## src/rtl/text_cell_addr_gen_pkg.sv

```systemverilog
// Shared constants and types for the text-mode character cell address generator.
// Holds default widths/geometry and the scroll-base FSM state encoding.
package text_pkg;

    localparam int DEF_CTR_W   = 11;
    localparam int DEF_GEO_W   = 8;
    localparam int DEF_ADDR_W  = 16;
    localparam int DEF_GLYPH_W = 8;
    localparam int DEF_GLYPH_H = 8;

    typedef enum logic [1:0] {
        S_IDLE   = 2'd0,
        S_CALC   = 2'd1,
        S_COMMIT = 2'd2
    } scroll_state_e;

endpackage

```

## src/rtl/text_cell_addr_gen_if.sv

```systemverilog
// Timing-in / cell-address-out bundle of the text cell address generator.
// master drives timing and geometry, slave is the generator itself.
interface text_cell_addr_gen_if
    import text_pkg::*;
#(
    parameter int CTR_W   = DEF_CTR_W,
    parameter int GEO_W   = DEF_GEO_W,
    parameter int ADDR_W  = DEF_ADDR_W,
    parameter int GLYPH_W = DEF_GLYPH_W,
    parameter int GLYPH_H = DEF_GLYPH_H
);
    localparam int GX_W = $clog2(GLYPH_W);
    localparam int GY_W = $clog2(GLYPH_H);

    logic [CTR_W-1:0]  hctr_in;
    logic [CTR_W-1:0]  vctr_in;
    logic              hsync_in;
    logic              vsync_in;
    logic              de_in;
    logic [GEO_W-1:0]  max_columns;
    logic [GEO_W-1:0]  max_rows;
    logic [GEO_W-1:0]  scroll_row;

    logic [ADDR_W-1:0] address_out;
    logic [GX_W-1:0]   glyph_x;
    logic [GY_W-1:0]   glyph_y;
    logic              cell_valid;
    logic              hsync_out;
    logic              vsync_out;
    logic              de_out;
    logic              scroll_busy;

    modport master (
        output hctr_in, vctr_in, hsync_in, vsync_in, de_in,
        output max_columns, max_rows, scroll_row,
        input  address_out, glyph_x, glyph_y, cell_valid,
        input  hsync_out, vsync_out, de_out, scroll_busy
    );

    modport slave (
        input  hctr_in, vctr_in, hsync_in, vsync_in, de_in,
        input  max_columns, max_rows, scroll_row,
        output address_out, glyph_x, glyph_y, cell_valid,
        output hsync_out, vsync_out, de_out, scroll_busy
    );

endinterface

```

## src/rtl/scroll_base_calc.sv

```systemverilog
// Computes the per-frame scroll base (scroll_row * columns) by repeated
// addition, started by a vsync rising edge and committed when done.
module scroll_base_calc
    import text_pkg::*;
#(
    parameter int GEO_W  = DEF_GEO_W,
    parameter int ADDR_W = DEF_ADDR_W
) (
    input  logic              clk,
    input  logic              rst,
    input  logic              vsync_in,
    input  logic [GEO_W-1:0]  scroll_row,
    input  logic [GEO_W-1:0]  max_columns,
    input  logic [GEO_W-1:0]  max_rows,
    output logic [ADDR_W-1:0] base_out,
    output logic [GEO_W-1:0]  row_out,
    output logic              busy
);

    scroll_state_e     state_q;
    logic              vs_prev_q;
    logic [ADDR_W-1:0] acc_q;
    logic [GEO_W-1:0]  cnt_q;
    logic [GEO_W-1:0]  lat_row_q;
    logic [GEO_W-1:0]  lat_cols_q;
    logic [ADDR_W-1:0] base_q;
    logic [GEO_W-1:0]  row_q;
    logic              busy_q;

    logic [GEO_W-1:0]  row_clamp;
    logic              vs_rise;

    // An out-of-range scroll row falls back to the top of the buffer
    always_comb begin
        row_clamp = (scroll_row >= max_rows) ? '0 : scroll_row;
        vs_rise   = vsync_in && !vs_prev_q;
    end

    // Repeated-add FSM; committed base/row only change in COMMIT
    always_ff @(posedge clk or posedge rst) begin
        if (rst) begin
            state_q    <= S_IDLE;
            vs_prev_q  <= 1'b0;
            acc_q      <= '0;
            cnt_q      <= '0;
            lat_row_q  <= '0;
            lat_cols_q <= '0;
            base_q     <= '0;
            row_q      <= '0;
            busy_q     <= 1'b0;
        end else begin
            vs_prev_q <= vsync_in;
            unique case (state_q)
                S_IDLE: begin
                    if (vs_rise) begin
                        lat_row_q  <= row_clamp;
                        lat_cols_q <= max_columns;
                        cnt_q      <= row_clamp;
                        acc_q      <= '0;
                        busy_q     <= 1'b1;
                        state_q    <= S_CALC;
                    end
                end
                S_CALC: begin
                    if (cnt_q == '0) begin
                        state_q <= S_COMMIT;
                    end else begin
                        acc_q <= acc_q + ADDR_W'(lat_cols_q);
                        cnt_q <= cnt_q - GEO_W'(1);
                    end
                end
                S_COMMIT: begin
                    base_q  <= acc_q;
                    row_q   <= lat_row_q;
                    busy_q  <= 1'b0;
                    state_q <= S_IDLE;
                end
                default: begin
                    busy_q  <= 1'b0;
                    state_q <= S_IDLE;
                end
            endcase
        end
    end

    assign base_out = base_q;
    assign row_out  = row_q;
    assign busy     = busy_q;

endmodule

```

## src/rtl/text_cell_addr_gen.sv

```systemverilog
// Character-cell address generator: incremental glyph/cell tracking with
// hardware vertical scroll, two registered stages from timing to outputs.
module text_cell_addr_gen
    import text_pkg::*;
#(
    parameter int CTR_W   = DEF_CTR_W,
    parameter int GLYPH_W = DEF_GLYPH_W,
    parameter int GLYPH_H = DEF_GLYPH_H,
    parameter int GEO_W   = DEF_GEO_W,
    parameter int ADDR_W  = DEF_ADDR_W
) (
    input  logic                 CLK_108MHz,
    input  logic                 reset,
    text_cell_addr_gen_if.slave  bus
);

    localparam int GX_W = $clog2(GLYPH_W);
    localparam int GY_W = $clog2(GLYPH_H);

    localparam logic [GX_W-1:0]  SUBX_MAX = GX_W'(GLYPH_W - 1);
    localparam logic [GY_W-1:0]  SUBY_MAX = GY_W'(GLYPH_H - 1);
    localparam logic [GEO_W-1:0] GEO_MAX  = '1;

    logic [ADDR_W-1:0] commit_base;
    logic [GEO_W-1:0]  commit_row;
    logic              busy;

    scroll_base_calc #(
        .GEO_W  (GEO_W),
        .ADDR_W (ADDR_W)
    ) u_scroll (
        .clk         (CLK_108MHz),
        .rst         (reset),
        .vsync_in    (bus.vsync_in),
        .scroll_row  (bus.scroll_row),
        .max_columns (bus.max_columns),
        .max_rows    (bus.max_rows),
        .base_out    (commit_base),
        .row_out     (commit_row),
        .busy        (busy)
    );

    // Stage 1 state
    logic [GX_W-1:0]   sub_x_q, sub_x_d;
    logic [GEO_W-1:0]  col_q, col_d;
    logic [GY_W-1:0]   sub_y_q, sub_y_d;
    logic [GEO_W-1:0]  row_q, row_d;
    logic [GEO_W-1:0]  phys_row_q, phys_row_d;
    logic [ADDR_W-1:0] row_base_q, row_base_d;
    logic [GEO_W-1:0]  cols_q, cols_d;
    logic [GEO_W-1:0]  rows_q, rows_d;
    logic [2:0]        strb1_q, strb1_d;

    // Stage 2 (output) state
    logic [ADDR_W-1:0] addr_q, addr_d;
    logic [GX_W-1:0]   gx_q, gx_d;
    logic [GY_W-1:0]   gy_q, gy_d;
    logic              valid_q, valid_d;
    logic [2:0]        strb2_q, strb2_d;

    logic line_start;
    logic frame_start;

    // Stage 1 next state: glyph/cell counters and scrolled row base
    always_comb begin
        sub_x_d    = sub_x_q;
        col_d      = col_q;
        sub_y_d    = sub_y_q;
        row_d      = row_q;
        phys_row_d = phys_row_q;
        row_base_d = row_base_q;
        cols_d     = cols_q;
        rows_d     = rows_q;
        strb1_d    = {bus.hsync_in, bus.vsync_in, bus.de_in};

        line_start  = (bus.hctr_in == '0);
        frame_start = line_start && (bus.vctr_in == '0);

        if (line_start) begin
            sub_x_d = '0;
            col_d   = '0;
        end else if (sub_x_q == SUBX_MAX) begin
            sub_x_d = '0;
            if (col_q != GEO_MAX) begin
                col_d = col_q + GEO_W'(1);
            end
        end else begin
            sub_x_d = sub_x_q + GX_W'(1);
        end

        if (frame_start) begin
            sub_y_d    = '0;
            row_d      = '0;
            phys_row_d = commit_row;
            row_base_d = commit_base;
            cols_d     = bus.max_columns;
            rows_d     = bus.max_rows;
        end else if (line_start) begin
            if (sub_y_q < SUBY_MAX) begin
                sub_y_d = sub_y_q + GY_W'(1);
            end else begin
                sub_y_d = '0;
                if (row_q != GEO_MAX) begin
                    row_d = row_q + GEO_W'(1);
                end
                if (phys_row_q == rows_q - GEO_W'(1)) begin
                    phys_row_d = '0;
                    row_base_d = '0;
                end else begin
                    phys_row_d = phys_row_q + GEO_W'(1);
                    row_base_d = row_base_q + ADDR_W'(cols_q);
                end
            end
        end
    end

    // Stage 2 next state: address, validity, glyph position, strobes
    always_comb begin
        addr_d  = row_base_q + ADDR_W'(col_q);
        valid_d = (col_q < cols_q) && (row_q < rows_q);
        gx_d    = sub_x_q;
        gy_d    = sub_y_q;
        strb2_d = strb1_q;
    end

    // Pipeline registers
    always_ff @(posedge CLK_108MHz or posedge reset) begin
        if (reset) begin
            sub_x_q    <= '0;
            col_q      <= '0;
            sub_y_q    <= '0;
            row_q      <= '0;
            phys_row_q <= '0;
            row_base_q <= '0;
            cols_q     <= '0;
            rows_q     <= '0;
            strb1_q    <= '0;
            addr_q     <= '0;
            gx_q       <= '0;
            gy_q       <= '0;
            valid_q    <= 1'b0;
            strb2_q    <= '0;
        end else begin
            sub_x_q    <= sub_x_d;
            col_q      <= col_d;
            sub_y_q    <= sub_y_d;
            row_q      <= row_d;
            phys_row_q <= phys_row_d;
            row_base_q <= row_base_d;
            cols_q     <= cols_d;
            rows_q     <= rows_d;
            strb1_q    <= strb1_d;
            addr_q     <= addr_d;
            gx_q       <= gx_d;
            gy_q       <= gy_d;
            valid_q    <= valid_d;
            strb2_q    <= strb2_d;
        end
    end

    assign bus.address_out = addr_q;
    assign bus.glyph_x     = gx_q;
    assign bus.glyph_y     = gy_q;
    assign bus.cell_valid  = valid_q;
    assign bus.hsync_out   = strb2_q[2];
    assign bus.vsync_out   = strb2_q[1];
    assign bus.de_out      = strb2_q[0];
    assign bus.scroll_busy = busy;

endmodule

```

## src/flat_wrapper.sv

```systemverilog
// flat-port wrapper written by rule: the top's interface ports become plain ports
module text_cell_addr_gen_flat import text_pkg::*;
#(
    parameter int CTR_W   = DEF_CTR_W,
    parameter int GLYPH_W = DEF_GLYPH_W,
    parameter int GLYPH_H = DEF_GLYPH_H,
    parameter int GEO_W   = DEF_GEO_W,
    parameter int ADDR_W  = DEF_ADDR_W
)
  (CLK_108MHz, reset, bus_hctr_in, bus_vctr_in, bus_hsync_in, bus_vsync_in, bus_de_in, bus_max_columns, bus_max_rows, bus_scroll_row, bus_address_out, bus_glyph_x, bus_glyph_y, bus_cell_valid, bus_hsync_out, bus_vsync_out, bus_de_out, bus_scroll_busy);
  text_cell_addr_gen_if #(.CTR_W(CTR_W), .GEO_W(GEO_W), .ADDR_W(ADDR_W), .GLYPH_W(GLYPH_W), .GLYPH_H(GLYPH_H)) bus_i ();
  input  logic CLK_108MHz;
  input  logic reset;
  input wire logic [$bits(bus_i.hctr_in)-1:0] bus_hctr_in;
  input wire logic [$bits(bus_i.vctr_in)-1:0] bus_vctr_in;
  input wire logic [$bits(bus_i.hsync_in)-1:0] bus_hsync_in;
  input wire logic [$bits(bus_i.vsync_in)-1:0] bus_vsync_in;
  input wire logic [$bits(bus_i.de_in)-1:0] bus_de_in;
  input wire logic [$bits(bus_i.max_columns)-1:0] bus_max_columns;
  input wire logic [$bits(bus_i.max_rows)-1:0] bus_max_rows;
  input wire logic [$bits(bus_i.scroll_row)-1:0] bus_scroll_row;
  output wire logic [$bits(bus_i.address_out)-1:0] bus_address_out;
  output wire logic [$bits(bus_i.glyph_x)-1:0] bus_glyph_x;
  output wire logic [$bits(bus_i.glyph_y)-1:0] bus_glyph_y;
  output wire logic [$bits(bus_i.cell_valid)-1:0] bus_cell_valid;
  output wire logic [$bits(bus_i.hsync_out)-1:0] bus_hsync_out;
  output wire logic [$bits(bus_i.vsync_out)-1:0] bus_vsync_out;
  output wire logic [$bits(bus_i.de_out)-1:0] bus_de_out;
  output wire logic [$bits(bus_i.scroll_busy)-1:0] bus_scroll_busy;
  assign bus_i.hctr_in = bus_hctr_in;
  assign bus_i.vctr_in = bus_vctr_in;
  assign bus_i.hsync_in = bus_hsync_in;
  assign bus_i.vsync_in = bus_vsync_in;
  assign bus_i.de_in = bus_de_in;
  assign bus_i.max_columns = bus_max_columns;
  assign bus_i.max_rows = bus_max_rows;
  assign bus_i.scroll_row = bus_scroll_row;
  assign bus_address_out = bus_i.address_out;
  assign bus_glyph_x = bus_i.glyph_x;
  assign bus_glyph_y = bus_i.glyph_y;
  assign bus_cell_valid = bus_i.cell_valid;
  assign bus_hsync_out = bus_i.hsync_out;
  assign bus_vsync_out = bus_i.vsync_out;
  assign bus_de_out = bus_i.de_out;
  assign bus_scroll_busy = bus_i.scroll_busy;
  text_cell_addr_gen #(.CTR_W(CTR_W), .GLYPH_W(GLYPH_W), .GLYPH_H(GLYPH_H), .GEO_W(GEO_W), .ADDR_W(ADDR_W)) u_core (.CLK_108MHz(CLK_108MHz), .reset(reset), .bus(bus_i));
endmodule
```

## config.mk

```make
export PLATFORM = sky130hd
export DESIGN_NAME = text_cell_addr_gen_flat
export DESIGN_NICKNAME = d
export VERILOG_FILES = /design/src/rtl/text_cell_addr_gen_pkg.sv /design/src/rtl/text_cell_addr_gen_if.sv /design/src/rtl/scroll_base_calc.sv /design/src/rtl/text_cell_addr_gen.sv /design/src/flat_wrapper.sv
export SDC_FILE = /design/constraint.sdc
export NUM_CORES = 1
export LEC_CHECK = 0
export CORE_MARGIN = 1.5
export CORE_UTILIZATION = 54
export CTS_BUF_LIST = sky130_fd_sc_hd__clkbuf_8
export CTS_CLUSTER_SIZE = 40
export DETAILED_ROUTE_END_ITERATION = 8
export GPL_ROUTABILITY_DRIVEN = 0
export PLACE_DENSITY = 0.77
export SKIP_CTS_REPAIR_TIMING = 1
export SLEW_MARGIN = 10
export SYNTH_ARGS = -nofsm -noshare
export SYNTH_HDL_FRONTEND = slang
export SYNTH_HIERARCHICAL = 1
export SYNTH_SLANG_ARGS = --single-unit
```

## constraint.sdc

```tcl
create_clock -name CLK_108MHz -period 2.7 [get_ports CLK_108MHz]
set_input_delay 0.54 -clock CLK_108MHz [delete_from_list [all_inputs] [get_ports CLK_108MHz]]
set_output_delay 0.54 -clock CLK_108MHz [all_outputs]
set_load 0.05 [all_outputs]
```

; Word level (Yosys, flattened, before mapping)
; Index checks and enable logic that the tools add are counted.
[op_classes]
n_lt_le_gt_ge = 4
bitwise_logic = 1
reduce_logical = 20
n_shift = 0
mux = 32
n_div = 0
add_sub_neg = 10
n_eq_ne = 10
mul = 0
[ops]
columns = cell, n
row1 = $mux 8, 14
row2 = $mux 16, 6
row3 = $add 16x8->16, 3
row4 = $pmux 16 s2, 1
row5 = $add 8x1->8 const B, 3
row6 = $logic_not 11->1, 2
row7 = $lt 8x8->1, 2
row8 = $ne 8x8->1 const B, 2
row9 = $pmux 8 s2, 1
row10 = $sub 8x1->8 const B, 2
row11 = $mux 3, 5
row12 = $reduce_and 2->1, 5
row13 = $reduce_bool 2->1, 5
row14 = $eq 8x8->1, 1
row15 = $ge 8x8->1, 1
row16 = $logic_not 8->1, 1
row17 = $add 3x1->3 const B, 2
row18 = $ne 2x2->1 const B, 3
row19 = $reduce_and 3->1, 2
row20 = $mux 2, 2
row21 = $pmux 2 s2, 1
row22 = $eq 3x3->1 const B, 1
row23 = $logic_and 1x1->1, 3
row24 = $lt 3x3->1 const B, 1
row25 = 8 further kinds, 8
[totals]
reg_bits = 159
latch_bits = 0
inputBits = 51
output_inout_bits = 27
mem_bits_ro = 0
n_memories = 0
word_cells = 100
ram_bits = 0

; Depth between registers and ports, before layout
; Gate-level depths: netlist (run 1).
[depth]
depth_word = 6
depth_mapped = 10
depth_no_buf = 9

; Modules after synthesis
; The synthesis (run 1) kept the hierarchy.
[by_module_without_submodules]
columns = mod, n_inst, seq_area_each_um2, cells_per_inst, area_per_inst_um2
row1 = text_cell_addr_gen, 1, 2277.2, 535, 5159.9
row2 = scroll_base_calc, 1, 1701.6, 304, 3362.0

; Worst setup path after synthesis (run 1)
; Ideal clock, no wire load.
[synth_path]
kind = flip-flop to flip-flop
startpoint = reg u_core.col_q[0]
endpoint = reg u_core.addr_q[10], in the netlist u_core/bus.address_out[10]
stages_incl_launch_ff = 9
path_buffers = 0
required_ps = 2574
arrival_ps = 2270
path_slack_ps = 304
setup_time_ps = 126
synth_period_minus_slack_ps = 2396
cell_sequence = dfrtp_1 -> ha_1 -> fa_1 -> a21o_1 -> a21oi_1 -> o21ai_0 -> o41ai_1 -> nor2_1 -> xor2_1
[synth_between]
elab_chain_len = 1
[synth_lines]
columns = item, line
row1 = start: declaration, text_cell_addr_gen.sv:45  ; logic [GEO_W-1:0] col_q, col_d;
row2 = start signal: assignment, text_cell_addr_gen.sv:145  ; col_q <= col_d;
row3 = $add 16x8->16, text_cell_addr_gen.sv:119  ; addr_d = row_base_q + ADDR_W'(col_q);
row4 = via u_core.addr_d[10], text_cell_addr_gen.sv:55  ; logic [ADDR_W-1:0] addr_q, addr_d;
row5 = end signal: assignment, text_cell_addr_gen.sv:153  ; addr_q <= addr_d;
row6 = end: declaration, text_cell_addr_gen.sv:55
; The timed path passes the listed nets, and every way through them passes these cells.
; A chain may end at the register's enable or synchronous reset.

; Final worst setup path (run 1)
; Ends and elaborated chain as after synthesis.

==> results.txt, run 1 <==
Including well taps, the total number of placed cells is approximately 1100. The initial antenna violation count was 0. Of the total power, the clock network draws between 20% and 30%. The final clock skew came out at 0.009734 ns. The routing usage on met3 is 4.449%.

The number of clock sinks is between 150 and 200. The most used flip-flop cell after synthesis is sky130_fd_sc_hd__dfrtp_1. The layout net count came out at between 1000 and 1500. VDD sags by at most 567.0 uV. The power per cell area came out at 750.5 mW/mm2. The leading cell type in the layout, fill and taps excluded is sky130_fd_sc_hd__dfrtp_1.

Grouping stages by cell kind, the critical path spends the most delay in compound AO/OA/AOI/OAI gates. The clock insertion delay at the later pin of the skew report came out at 0.45 ns. The CTS clock-pin slew for the worst setup and hold paths is approximately 0.08 ns.

The effective utilization at floorplan came out at 55.65%. Setup violations remaining at the end of the flow were counted as 0. In the finished design, the share of the clock period the worst path needs comes to a little over 90%. Entering global routing, the biggest net connects 90 pins. The arrival time at the worst endpoint is 2.85 ns. The finished layout holds 1162 standard cells, fillers aside. The slowest stage of the critical path belongs to the cell sky130_fd_sc_hd__dfrtp_1. The worst max-slew margin expressed relative to the limit is 58.75%. The setup slack of the critical path after layout is 0.1863 ns. The half-perimeter wire length after detailed placement is 14110 um.

The worst reg-to-reg path cell count came out at 9. The total buffers and inverters traversed by the critical path is 1. In this run the standard cell core region covers between 0.015 and 0.02 mm2. The count of final hold-check violations came out at 0. The number of buffers created by CTS is 17.

The worst setup slack before clock tree synthesis came out at -0.05650 ns. The TritonCTS clock tree is yes. By area the synthesized netlist is led by sky130_fd_sc_hd__dfrtp_1, sky130_fd_sc_hd__ha_1, sky130_fd_sc_hd__nand2_1. The peak per-stage delay on the critical path is 0.46 ns. Sequential cells burn 45.0% of the power. The remaining antenna violation count is 0. The net switching power is 2.777 mW. The total of flip-flops plus latches after synthesis is 159. The net count of the mapped netlist is 947. The share of synthesized flip-flops with an asynchronous set or reset came out at 100.0%.

The portion of synthesized cell area occupied by the leading cell type came out at 46.69%. The critical path data required time is roughly 3.0 ns. The cell count of the worst hold path is 0. The max-slew violation count is 0. Global routing used 23.91% of the available tracks across all layers.

The detailed-route wire length per cell is 16.10 um. The post-synthesis area per instance is 10.16 um2. The routed wire length came out at approximately 19000 um. The cell taking the most area after synthesis is sky130_fd_sc_hd__dfrtp_1.

STA classifies the critical path endpoint as a flop. The number of synthesis warnings came out at 6. The total stage count of the critical path is 9. The tightest min-delay check is of the flop to flop type. The internal power of the cells totals 4.820 mW. The DRC violation count after routing is 0. The number of DRC markers in iteration 0 is between 400 and 500. The site row count is 45. In this run the static leakage power is 4.625 nW. The CTS H-tree depth is 4. The synthesized netlist occupies a cell area of 0.008522 mm2.

The detailed-routing iteration count for the pre-antenna-repair pass is 5. The critical-path maximum fanout came out at 5. The tool flagged a number of max-cap violations equal to 0. The total overflow left after global routing is 0.

The vertical die dimension is 128.6 um. The global-route layer with the greatest usage is met2. The sequential element share of the synthesized area came out at 46.69%. The number of global-route vias before repair is approximately 6300. The switching share of power came out at 36.55%.

The root buffer cell chosen for the clock tree is sky130_fd_sc_hd__clkbuf_8. Combinational logic burns 33.9% of the power. The number of enable-type register cells in the synthesized netlist is 0. The wire length of the first global-routing pass is approximately 31000 um. The detailed-route vias per instance came out at between 5 and 6. The sum of negative setup slack came out at 0 ns. The floorplan step set the die width to roughly 130 um.

The distinct cell type count after synthesis came out at 77. Global routing used 33.31% of the available met1 tracks. The routing usage on met2 came out at between 30% and 40%. The die covers ~0.017 mm2. The via total after detailed routing is 6602.

The kind of critical path is flop to flop. The number of buffers between clock root and the deepest sink is 2. The library cells used most frequently in the layout, excluding fill and tap cells, are sky130_fd_sc_hd__dfrtp_1, sky130_fd_sc_hd__nand2_1, sky130_fd_sc_hd__clkdlybuf4s50_1. Based on the critical path, the design can be clocked at up to about 0.40 GHz. The actual slew at the worst max-slew pin came out at 0.6147 ns. Setup repair after global routing left no endpoint under its margin.

Walking the worst path, the cells encountered are ha_1 -> fa_1 -> a21o_1 -> a21oi_1 -> o21ai_0 -> o41ai_1 -> buf_4 -> nor2_1 -> xor2_1. The minimum clock period came out at 2.514 ns. The worst setup path is launched from a flop. The proportion of layout cells with a drive suffix above 1 is 12.30%. During placement, the flow inserted port buffers numbering 77. The number of diodes added for antenna fixing came out at 0. Synthesis produced a netlist whose cell count is 839. During I/O placement, the number of pins put on the boundary was 78. The flow ran to the end, and the final reports show no timing, DRC or antenna violations. The post-synthesis to final-layout area growth came out at 18.78%.
-- power by group through the flow --
stage               combinational [mW]  sequential, mW  clock (mW)
global route                      2.85            3.50        1.75
floorplan                         1.69            3.60           0
CTS                               2.58            3.41        1.65
finish                            2.57            3.42        1.61
global placement                  2.49            3.43           0
detailed placement                2.57            3.45           0
-- worst register-to-register path, cell delays in order (launching register included) --
cell,delay [ns]
sky130_fd_sc_hd__dfrtp_1,0.46
sky130_fd_sc_hd__ha_1,0.27
sky130_fd_sc_hd__fa_1,0.40
sky130_fd_sc_hd__a21o_1,0.17
sky130_fd_sc_hd__a21oi_1,0.22
sky130_fd_sc_hd__o21ai_0,0.17
sky130_fd_sc_hd__o41ai_1,0.30
sky130_fd_sc_hd__buf_4,0.21
sky130_fd_sc_hd__nor2_1,0.05
sky130_fd_sc_hd__xor2_1,0.14
-- cell type report --
cell class | instances | area [um2]
Clock inverter | 12 | 96.34
Timing Repair Buffer | 112 | 1096
Clock buffer | 19 | 261.5
Fill cell | 1270 | 5192
Inverter | 44 | 168.9
Tap cell | 211 | 264.0
Multi-Input combinational cell | 605 | 4257
Sequential cell | 159 | 3979
-- per-stage QoR --
step                      area, um2  power, mW  hold slack (ns)  util [%]
final                         10120      7.597           0.3564     66.09
after global placement         9761      5.920           0.3346     63.73
after detailed placement       9761      6.022           0.3380     63.73
after CTS                     10120      7.642           0.3601     66.07
after global routing          10120      8.100           0.3664     66.09
after floorplan                8526      5.287           0.3312         -
-- path summary, 6_finish.rpt --
path                                             start  slack (ns)                                    to
max                        u_core/col_q[0]$_DFFE_PP0P_        0.19  u_core/bus.address_out[10]$_DFF_PP0_
min                        u_core/strb1_q[2]$_DFF_PP0_        0.36           u_core/strb2_q[2]$_DFF_PP0_
max reg2reg                u_core/col_q[0]$_DFFE_PP0P_        0.19  u_core/bus.address_out[10]$_DFF_PP0_
min reg2reg                u_core/strb1_q[2]$_DFF_PP0_        0.36           u_core/strb2_q[2]$_DFF_PP0_
max in group asynchronous                        reset        1.62           u_core/strb1_q[0]$_DFF_PP0_
min in group asynchronous                        reset        0.38           u_core/strb1_q[1]$_DFF_PP0_
-- flip-flops by register name, summed over array words and instances, names as in the netlist, 8 cells and up --
signal,flops
u_core/bus.address_out,16
u_core/row_base_q,16
u_core/u_scroll/acc_q,16
u_core/u_scroll/base_out,16
u_core/col_q,8
u_core/cols_q,8
u_core/phys_row_q,8
u_core/row_q,8
u_core/rows_q,8
u_core/u_scroll/cnt_q,8
u_core/u_scroll/lat_cols_q,8
u_core/u_scroll/lat_row_q,8
u_core/u_scroll/row_out,8
-- synth_stat cells, types with 8 or more instances --
library cell	count
sky130_fd_sc_hd__inv_1	43
sky130_fd_sc_hd__o211ai_1	11
sky130_fd_sc_hd__xnor2_1	24
sky130_fd_sc_hd__o21ai_0	54
sky130_fd_sc_hd__xor2_1	18
sky130_fd_sc_hd__nor3_1	18
sky130_fd_sc_hd__nand2_1	90
sky130_fd_sc_hd__a221o_1	11
sky130_fd_sc_hd__a21oi_1	41
sky130_fd_sc_hd__and3_1	9
sky130_fd_sc_hd__clkbuf_1	21
sky130_fd_sc_hd__a22oi_1	11
sky130_fd_sc_hd__ha_1	54
sky130_fd_sc_hd__mux2_2	23
sky130_fd_sc_hd__nand2b_1	9
sky130_fd_sc_hd__nor2_1	48
sky130_fd_sc_hd__or4_1	10
sky130_fd_sc_hd__dfrtp_1	159
sky130_fd_sc_hd__nand3_1	37
sky130_fd_sc_hd__a21o_1	8
-- logic make-up (layout without fill, tap and decap cells) --
family / count (synthesis) / count (layout) / synth area share, %
simple gates: 275 / 275 / 16.52
compound gates: 202 / 202 / 16.49
flops: 159 / 159 / 46.69
buf+inv: 75 / 187 / 3.538
fa+ha+maj: 57 / 57 / 8.633
xor+xnor: 43 / 43 / 4.507
mux: 28 / 28 / 3.627
-- metal layers --
metal  vias to the layer above  wire length, um
met2                       178             8669
met1                      3169             8713
met4                         0              419
met3                        35              905
li1                       3220                -
met5                         -                0
Power figures use the tool's default switching activity.
==> run 2: changes to the inputs <==
--- a/config.mk
+++ b/config.mk
@@ -5,6 +5,7 @@
 export SDC_FILE = /design/constraint.sdc
 export NUM_CORES = 1
 export LEC_CHECK = 0
+export CAP_MARGIN = 40
 export CORE_MARGIN = 1.5
 export CORE_UTILIZATION = 54
 export CTS_BUF_LIST = sky130_fd_sc_hd__clkbuf_8
==> constraint.sdc (replaced) <==
create_clock -name CLK_108MHz -period 2.18 [get_ports CLK_108MHz]
set_input_delay 0.436 -clock CLK_108MHz [delete_from_list [all_inputs] [get_ports CLK_108MHz]]
set_output_delay 0.436 -clock CLK_108MHz [all_outputs]
set_load 0.05 [all_outputs]
==> run 2 against run 1 <==
  * Worst hold slack got worse by 0.043 ns
  * First-iteration DRC count rose by 42%
  * Sequential power rose by 24%
  * Sequential share of layout area fell by 3.3 points
  * The flow now finishes with violations (setup timing)
  * Largest power group unchanged
  * Final cell count rose by 6.3%
  * Critical path type unchanged
==> results.txt, run 2 (synthesis results as in run 1) <==
The clock insertion delay at the later pin of the skew report came out at 0.46 ns. The CTS clock-pin slew for the worst setup and hold paths came out at roughly 0.090 ns. STA classifies the critical path endpoint as a flop. The remaining antenna violation count came out at 0. The first TritonRoute pass finished after 5 iterations.

The first global-routing pass estimated 33330 um of wire. The vertical die dimension came out at 128.6 um. The layout net count is 1122. The count of buffers added on input and output ports is between 70 and 80. The I/O pin count is a little under 80. The critical-path maximum fanout is 5. The number of placed instances with taps included is 1197. The largest net degree at the start of global routing is 69. The clock tree root driver cell is sky130_fd_sc_hd__clkbuf_8.

Summed over all layers, the routed wires come to 20740 um. The proportion of layout cells with a drive suffix above 1 came out at 23.63%. The setup slack of the critical path after layout came out at -0.1490 ns.

The worst slack on hold paths is between 0.3 and 0.4 ns. The area enclosed by the die boundary came out at 0.01654 mm2. The number of DRC markers in iteration 0 came out at 612. The max-slew violation count came out at 0.

In this run the critical register-to-register path is launched from u_core/row_base_q[0]$_DFFE_PP0P_. The final cell utilization of the core came out at 72.10%. For this design the static power due to leakage is 5.043 nW.

The effective utilization at floorplan is 55.65%. The upper clock frequency limit came out at roughly 0.43 GHz. For this design the ratio of total power to cell area is roughly 900 mW/mm2. The final setup violation count came out at 12. The non-filler instance count after layout is between 1000 and 1500. The flip-flop and latch area came out at around 0.004 mm2.

The TritonCTS clock tree is yes. In this run the critical register-to-register path is captured at u_core/row_base_q[12]$_DFFE_PP0P_. Leaving out fill and tap cells, the most frequent cell in the layout is sky130_fd_sc_hd__dfrtp_1. The detailed-route wire length per cell is between 15 and 20 um. The arrival time at the worst endpoint came out at 2.72 ns. The worst setup path startpoint is u_core/row_base_q[0]$_DFFE_PP0P_. CTS built an H-tree with a depth of 4. The worst setup path is of the flop to flop kind. The post-synthesis to final-layout area growth is 29.57%. The initial antenna violation count came out at 0. Of the available clock period, the critical path in the final layout requires 106.8%. Subtracting the final worst setup slack from the clock period gives around 2.3 ns. The startpoint type of the worst setup path is a flop. Counting the buffers created by CTS gives 17.

The flow ran to the end, but the final reports show violations. The placeable core region came out at 0.01531 mm2. The DRC violation count after routing is 0. The total overflow reported by the global router is 0. The number of fillers in the final layout came out at 1099.

The critical path data required time is 2.57 ns. The number of global-route vias before repair came out at between 6000 and 7000. The path class of the tightest hold or removal check is input pin to asynchronous set/reset pin.

The site row count came out at 45. The number of buffers between clock root and the deepest sink came out at 2. In this run the tightest slew margin relative to its limit is 65.92%.

The count of max-cap constraint violations came out at 0. The worst supply voltage drop on vdd is ~640 uV. After detailed routing, the number of vias per cell comes to 5.717. The number of clock sinks is 159. The via total after detailed routing came out at 7060. In this run the worst setup path terminates at u_core/row_base_q[12]$_DFFE_PP0P_. The final reports fail on setup timing. The number of diodes added for antenna fixing is 0. Between clock sinks in the finished design, the worst skew comes to 0.01240 ns. The count of final hold-check violations is 0. Across all register-to-register paths, the minimum setup slack is -0.15 ns. Measured in cells, the most critical reg-to-reg path has a length of 9. Setup repair after global routing could not meet its margin everywhere. For the pin with the worst max-slew slack, the measured transition is slightly above 0.5 ns. The half-perimeter wire length after detailed placement came out at between 10000 and 15000 um. The library cells used most frequently in the layout, excluding fill and tap cells, are sky130_fd_sc_hd__dfrtp_1, sky130_fd_sc_hd__buf_4, sky130_fd_sc_hd__nand2_1.

The die boundary width is 128.6 um. Across every metal layer, demand over resource in global routing totals roughly a quarter. In the final layout, the multi-input gates occupy 0.004598 mm2.
[run 2: cell count changes in the layout (fill, tap and decap cells not counted), sizes merged]
| cell | before | now |
|---|---|---|
| buf | 35 | 109 |
| inv | 46 | 44 |
| bufinv | 1 | 2 |
| clkbuf | 19 | 18 |
| or2 | 6 | 7 |
[run 2: how the worst min path moves through the flow]
stage	depth (start not counted)	from	slack, ns	end
4_1_cts	2	reset	0.30	u_core/strb1_q[2]$_DFF_PP0_
6_report	2	reset	0.31	u_core/strb1_q[2]$_DFF_PP0_
5_1_grt	2	reset	0.32	u_core/strb1_q[2]$_DFF_PP0_
3_5_place_dp	0	u_core/strb1_q[1]$_DFF_PP0_	0.34	u_core/strb2_q[1]$_DFF_PP0_
2_1_floorplan	0	u_core/strb1_q[0]$_DFF_PP0_	0.33	u_core/strb2_q[0]$_DFF_PP0_
3_3_place_gp	0	u_core/strb1_q[2]$_DFF_PP0_	0.33	u_core/strb2_q[2]$_DFF_PP0_
[run 2: worst max-delay path, cell delays in order, from the launching register on]
cell	delay, ns
sky130_fd_sc_hd__dfrtp_1	0.38
sky130_fd_sc_hd__ha_2	0.22
sky130_fd_sc_hd__inv_2	0.04
sky130_fd_sc_hd__fa_2	0.36
sky130_fd_sc_hd__nor2b_4	0.12
sky130_fd_sc_hd__o31a_1	0.23
sky130_fd_sc_hd__o21ai_4	0.11
sky130_fd_sc_hd__or4_4	0.52
sky130_fd_sc_hd__a21oi_2	0.16
sky130_fd_sc_hd__a221o_1	0.12
[run 2: area by class of cell]
type	instances	area share, %
clock buffer	18	2.244
clock inverter	11	1.076
sequential	159	36.05
inverter	44	1.552
tap	211	2.391
timing repair buffer	186	15.05
multi-input combinational	606	41.64
[run 2: per-stage QoR]
stage               total power [mW]    TNS, ns  area [um2]  setup slack, ns
floorplan                      6.555  -0.001271        8546       -0.0004237
global placement               7.533     -16.78       10270          -0.3789
detailed placement             7.695     -19.53       10270          -0.4404
CTS                            9.789     -2.811       10640          -0.2384
global route                   10.53     -2.248       11040          -0.2085
finish                         9.905    -0.5797       11040          -0.1490
[run 2: where the power goes]
group | switching [mW] | total, mW | leakage [nW] | internal, mW
logic | 1.99 | 3.61 | 2.91 | 1.62
registers | 0.600 | 4.23 | 1.96 | 3.62
clock network | 1.05 | 2.07 | 0.178 | 1.02
[run 2: metal layers]
layer	GRT usage (%)	vias up	part of all wire [%]
met4	7.667	0	1.9
met1	34.41	3423	44
met3	4.033	33	4.8
li1	-	3388	-
met2	42.79	216	49
met5	0	-	0
==> run 3: changes to the inputs <==
==> constraint.sdc (replaced) <==
create_clock -name CLK_108MHz -period 2.18 [get_ports CLK_108MHz]
set_input_delay 0.327 -clock CLK_108MHz [delete_from_list [all_inputs] [get_ports CLK_108MHz]]
set_output_delay 0.327 -clock CLK_108MHz [all_outputs]
set_load 0.05 [all_outputs]
==> run 3 against run 2 <==
  * The run still ends with setup timing left
  * Worst hold slack worse by 0.15 ns
  * Fmax down 1.7%
  * Total power up 2.6%
  * Via count up 1.2%
  * Combinational power about the same
  * Global-route usage down 0.068 points
  * Die area unchanged
  * Critical path depth up 1
  * First-iteration DRC count down 16%
  * Cell area up 0.53%
  * Non-clock buffer count up 1
  * Worst setup slack worse by 0.041 ns
  * Critical endpoint is now u_core/row_base_q[10]$_DFFE_PP0P_
  * Highest routed layer unchanged
==> results.txt, run 3 (synthesis results as in run 1) <==
The classification of the worst-slack hold path is input pin to asynchronous set/reset pin. The clock network accounts for 23.5% of the total power. Internal power comes to 6.489 mW. The power per cell area came out at 915.4 mW/mm2.

Along the worst path, the maximum fanout reaches 6. The critical path data required time came out at 2.53 ns. The detailed-route vias per instance is 5.765. The startpoint identified for the worst register-to-register timing path is u_core/row_base_q[0]$_DFFE_PP0P_.

The portion of total power attributed to combinational logic came out at 35.5%. In this run the tightest slew margin relative to its limit is 62.98%. The power share of the sequential group came out at 41.0%.

Leaving out fill and tap cells, the most frequent cell in the layout is sky130_fd_sc_hd__dfrtp_1. The detailed-route wire length per cell is 17.13 um. The worst setup path startpoint is u_core/row_base_q[0]$_DFFE_PP0P_. Overall power consumption after layout is estimated at 10.16 mW. The number of global-route vias before repair came out at 6801. In the layout the commonest cells are sky130_fd_sc_hd__dfrtp_1, sky130_fd_sc_hd__buf_4, sky130_fd_sc_hd__nand2_1.

From bottom edge to top edge, the die measures 128.6 um. The H-tree generated during clock tree synthesis spans 4 levels. The type of destination of the critical path is a flop.

The max-slew violation count came out at 0. For this run, design rule violations remaining after detail routing come to 0. The critical path goes through ha_2 -> inv_2 -> fa_2 -> nor2b_2 -> o31a_1 -> o21ai_4 -> buf_6 -> o211ai_1 -> a21oi_2 -> a221o_1.

The effective utilization at floorplan came out at 55.65%. The largest net degree at the start of global routing is 69. The die boundary width is 128.6 um.

The analysis attributes to cell leakage a power of 5.075 nW. The CTS clock-pin slew for the worst setup and hold paths came out at 0.09 ns. The number of buffers created by CTS came out at 17. 0 antenna diodes ended up in the layout. The actual slew at the worst max-slew pin is 0.5516 ns. The post-route clock period utilization is 108.7%. The worst slack on hold paths is 0.1604 ns. The number of fillers in the final layout came out at 1044. STA classifies the critical path startpoint as a flop. Input and output buffers added on the ports amount to 77. Of the total power, the share spent switching nets is 36.14%.

The worst reg-to-reg path cell count came out at 10. The number of clock sinks came out at 159. The total overflow reported by the global router is 0. The total buffers and inverters traversed by the critical path came out at 2.

The post-synthesis to final-layout area growth is 30.26%. The wire length of the first global-routing pass came out at 33090 um. Summed over all nets, the switching power comes to approximately 3.7 mW. The worst setup path is of the flop to flop kind. The half-perimeter wire length after detailed placement is 14550 um. The clock reaches the later pin of the worst-skew pair after 0.47 ns. The routed wire length came out at 21220 um. The placeable core region came out at ~0.015 mm2. At the worst endpoint, the arrival time is 2.72 ns.

During I/O placement, the number of pins put on the boundary was between 70 and 80. The initial antenna violation count is 0. Broken down by cell family, the worst path's largest delay share belongs to compound AO/OA/AOI/OAI gates. The upper clock frequency limit is 0.4219 GHz.

The count of final hold-check violations is 0. The site row count is 45. The count of nets left with antenna violations once routing finished came out at 0. The setup slack of the critical path after layout came out at -0.1904 ns.

The worst supply voltage drop on vdd is 715.7 uV. The clock passes through at most 2 buffers. Global routing consumed, over all layers together, roughly a quarter of the routing resources. The flow ran to the end, but the final reports show violations.

For this run, the slowest stage of the critical path takes 0.39 ns. The die covers 0.01654 mm2. The final reports fail on setup timing.

Setup repair after global routing could not meet its margin everywhere. In this run the clock root is driven by a sky130_fd_sc_hd__clkbuf_8. The first routing iteration left 513 violations.

The detailed-routing iteration count for the pre-antenna-repair pass is 5. The total stage count of the critical path is 10. The count of max-cap constraint violations came out at 0. The proportion of layout cells with a drive suffix above 1 is 23.74%.

TritonCTS built the clock tree. In the final design database the tool counted between 1000 and 1500 nets. The clock arrives with 0.008180 ns of skew.

Counting I/O delays and the setup requirement, the final critical path takes roughly 2.4 ns. The final setup violation count is 14. Among all stages on the critical path, the largest delay is contributed by sky130_fd_sc_hd__dfrtp_1. The routed layout has 7143 vias.
==> run 3: changes by cell type in the layout (fill, tap and decap cells not counted), moves of 2 or more <==
cell | previous run | this run
sky130_fd_sc_hd__nor4_1 | 4 | 6
sky130_fd_sc_hd__bufinv_16 | 2 | 4
sky130_fd_sc_hd__o21ai_0 | 51 | 47
sky130_fd_sc_hd__o31ai_2 | 4 | 2
sky130_fd_sc_hd__a21oi_2 | 9 | 11
sky130_fd_sc_hd__o31ai_4 | 4 | 6
sky130_fd_sc_hd__o21ai_1 | 3 | 7
sky130_fd_sc_hd__a21oi_1 | 32 | 30
==> run 3: worst paths after layout <==
check | endpoint | slack, ns
setup / recovery | u_core/row_base_q[10]$_DFFE_PP0P_ | -0.19
hold / removal | u_core/strb2_q[1]$_DFF_PP0_ | 0.16
setup reg to reg | u_core/row_base_q[10]$_DFFE_PP0P_ | -0.19
max in group asynchronous | u_core/row_q[4]$_DFFE_PP0P_ | 1.48
hold reg to reg | u_core/strb2_q[1]$_DFF_PP0_ | 0.35
min in group CLK_108MHz | u_core/strb1_q[2]$_DFF_PP0_ | 0.29
==> run 3: through the flow <==
step | cells | util [%] | instance area [um2] | TNS (ns) | setup WS (ns)
2_1_floorplan | 839 | - | 8546 | -0.001271 | -0.0004237
3_3_place_gp | 1198 | 67.13 | 10280 | -10.40 | -0.3899
3_5_place_dp | 1198 | 67.13 | 10280 | -15.88 | -0.5256
4_1_cts | 1230 | 69.98 | 10720 | -2.156 | -0.2558
5_1_grt | 1239 | 72.48 | 11100 | -2.755 | -0.2914
6_report | 1239 | 72.48 | 11100 | -0.9981 | -0.1904
==> run 3: cell type report <==
| class | count | area [um2] | share of cell area (%) |
|---|---|---|---|
| inverter | 44 | 171.4 | 1.544 |
| multi-input combinational | 606 | 4578 | 41.24 |
| clock inverter | 14 | 187.7 | 1.691 |
| tap | 211 | 264.0 | 2.378 |
| timing repair buffer | 187 | 1673 | 15.07 |
| clock buffer | 18 | 247.7 | 2.232 |
| sequential | 159 | 3979 | 35.84 |
==> run 3: worst register-to-register path: stages, from the launching register on <==
cell	delay, ns
sky130_fd_sc_hd__dfrtp_1	0.39
sky130_fd_sc_hd__ha_2	0.22
sky130_fd_sc_hd__inv_2	0.04
sky130_fd_sc_hd__fa_2	0.34
sky130_fd_sc_hd__nor2b_2	0.16
sky130_fd_sc_hd__o31a_1	0.26
sky130_fd_sc_hd__o21ai_4	0.12
sky130_fd_sc_hd__buf_6	0.15
sky130_fd_sc_hd__o211ai_1	0.23
sky130_fd_sc_hd__a21oi_2	0.08
sky130_fd_sc_hd__a221o_1	0.27
==> run 3: power groups by stage <==
stage	registers, mW	clock network [mW]	logic (mW)
global placement	4.17	0	3.39
floorplan	4.46	0	2.09
finish	4.17	2.39	3.61
global route	4.26	2.55	3.96
CTS	4.15	2.44	3.55
detailed placement	4.19	0	3.50
==> run 3: routing by layer <==
layer  part of all wire [%]  vias up  GRT usage (%)
met4                    1.9        0          8.394
met2                     50      264          42.09
met3                    5.3       45          5.322
met5                      0        -              0
li1                       -     3381              -
met1                     43     3453          33.64
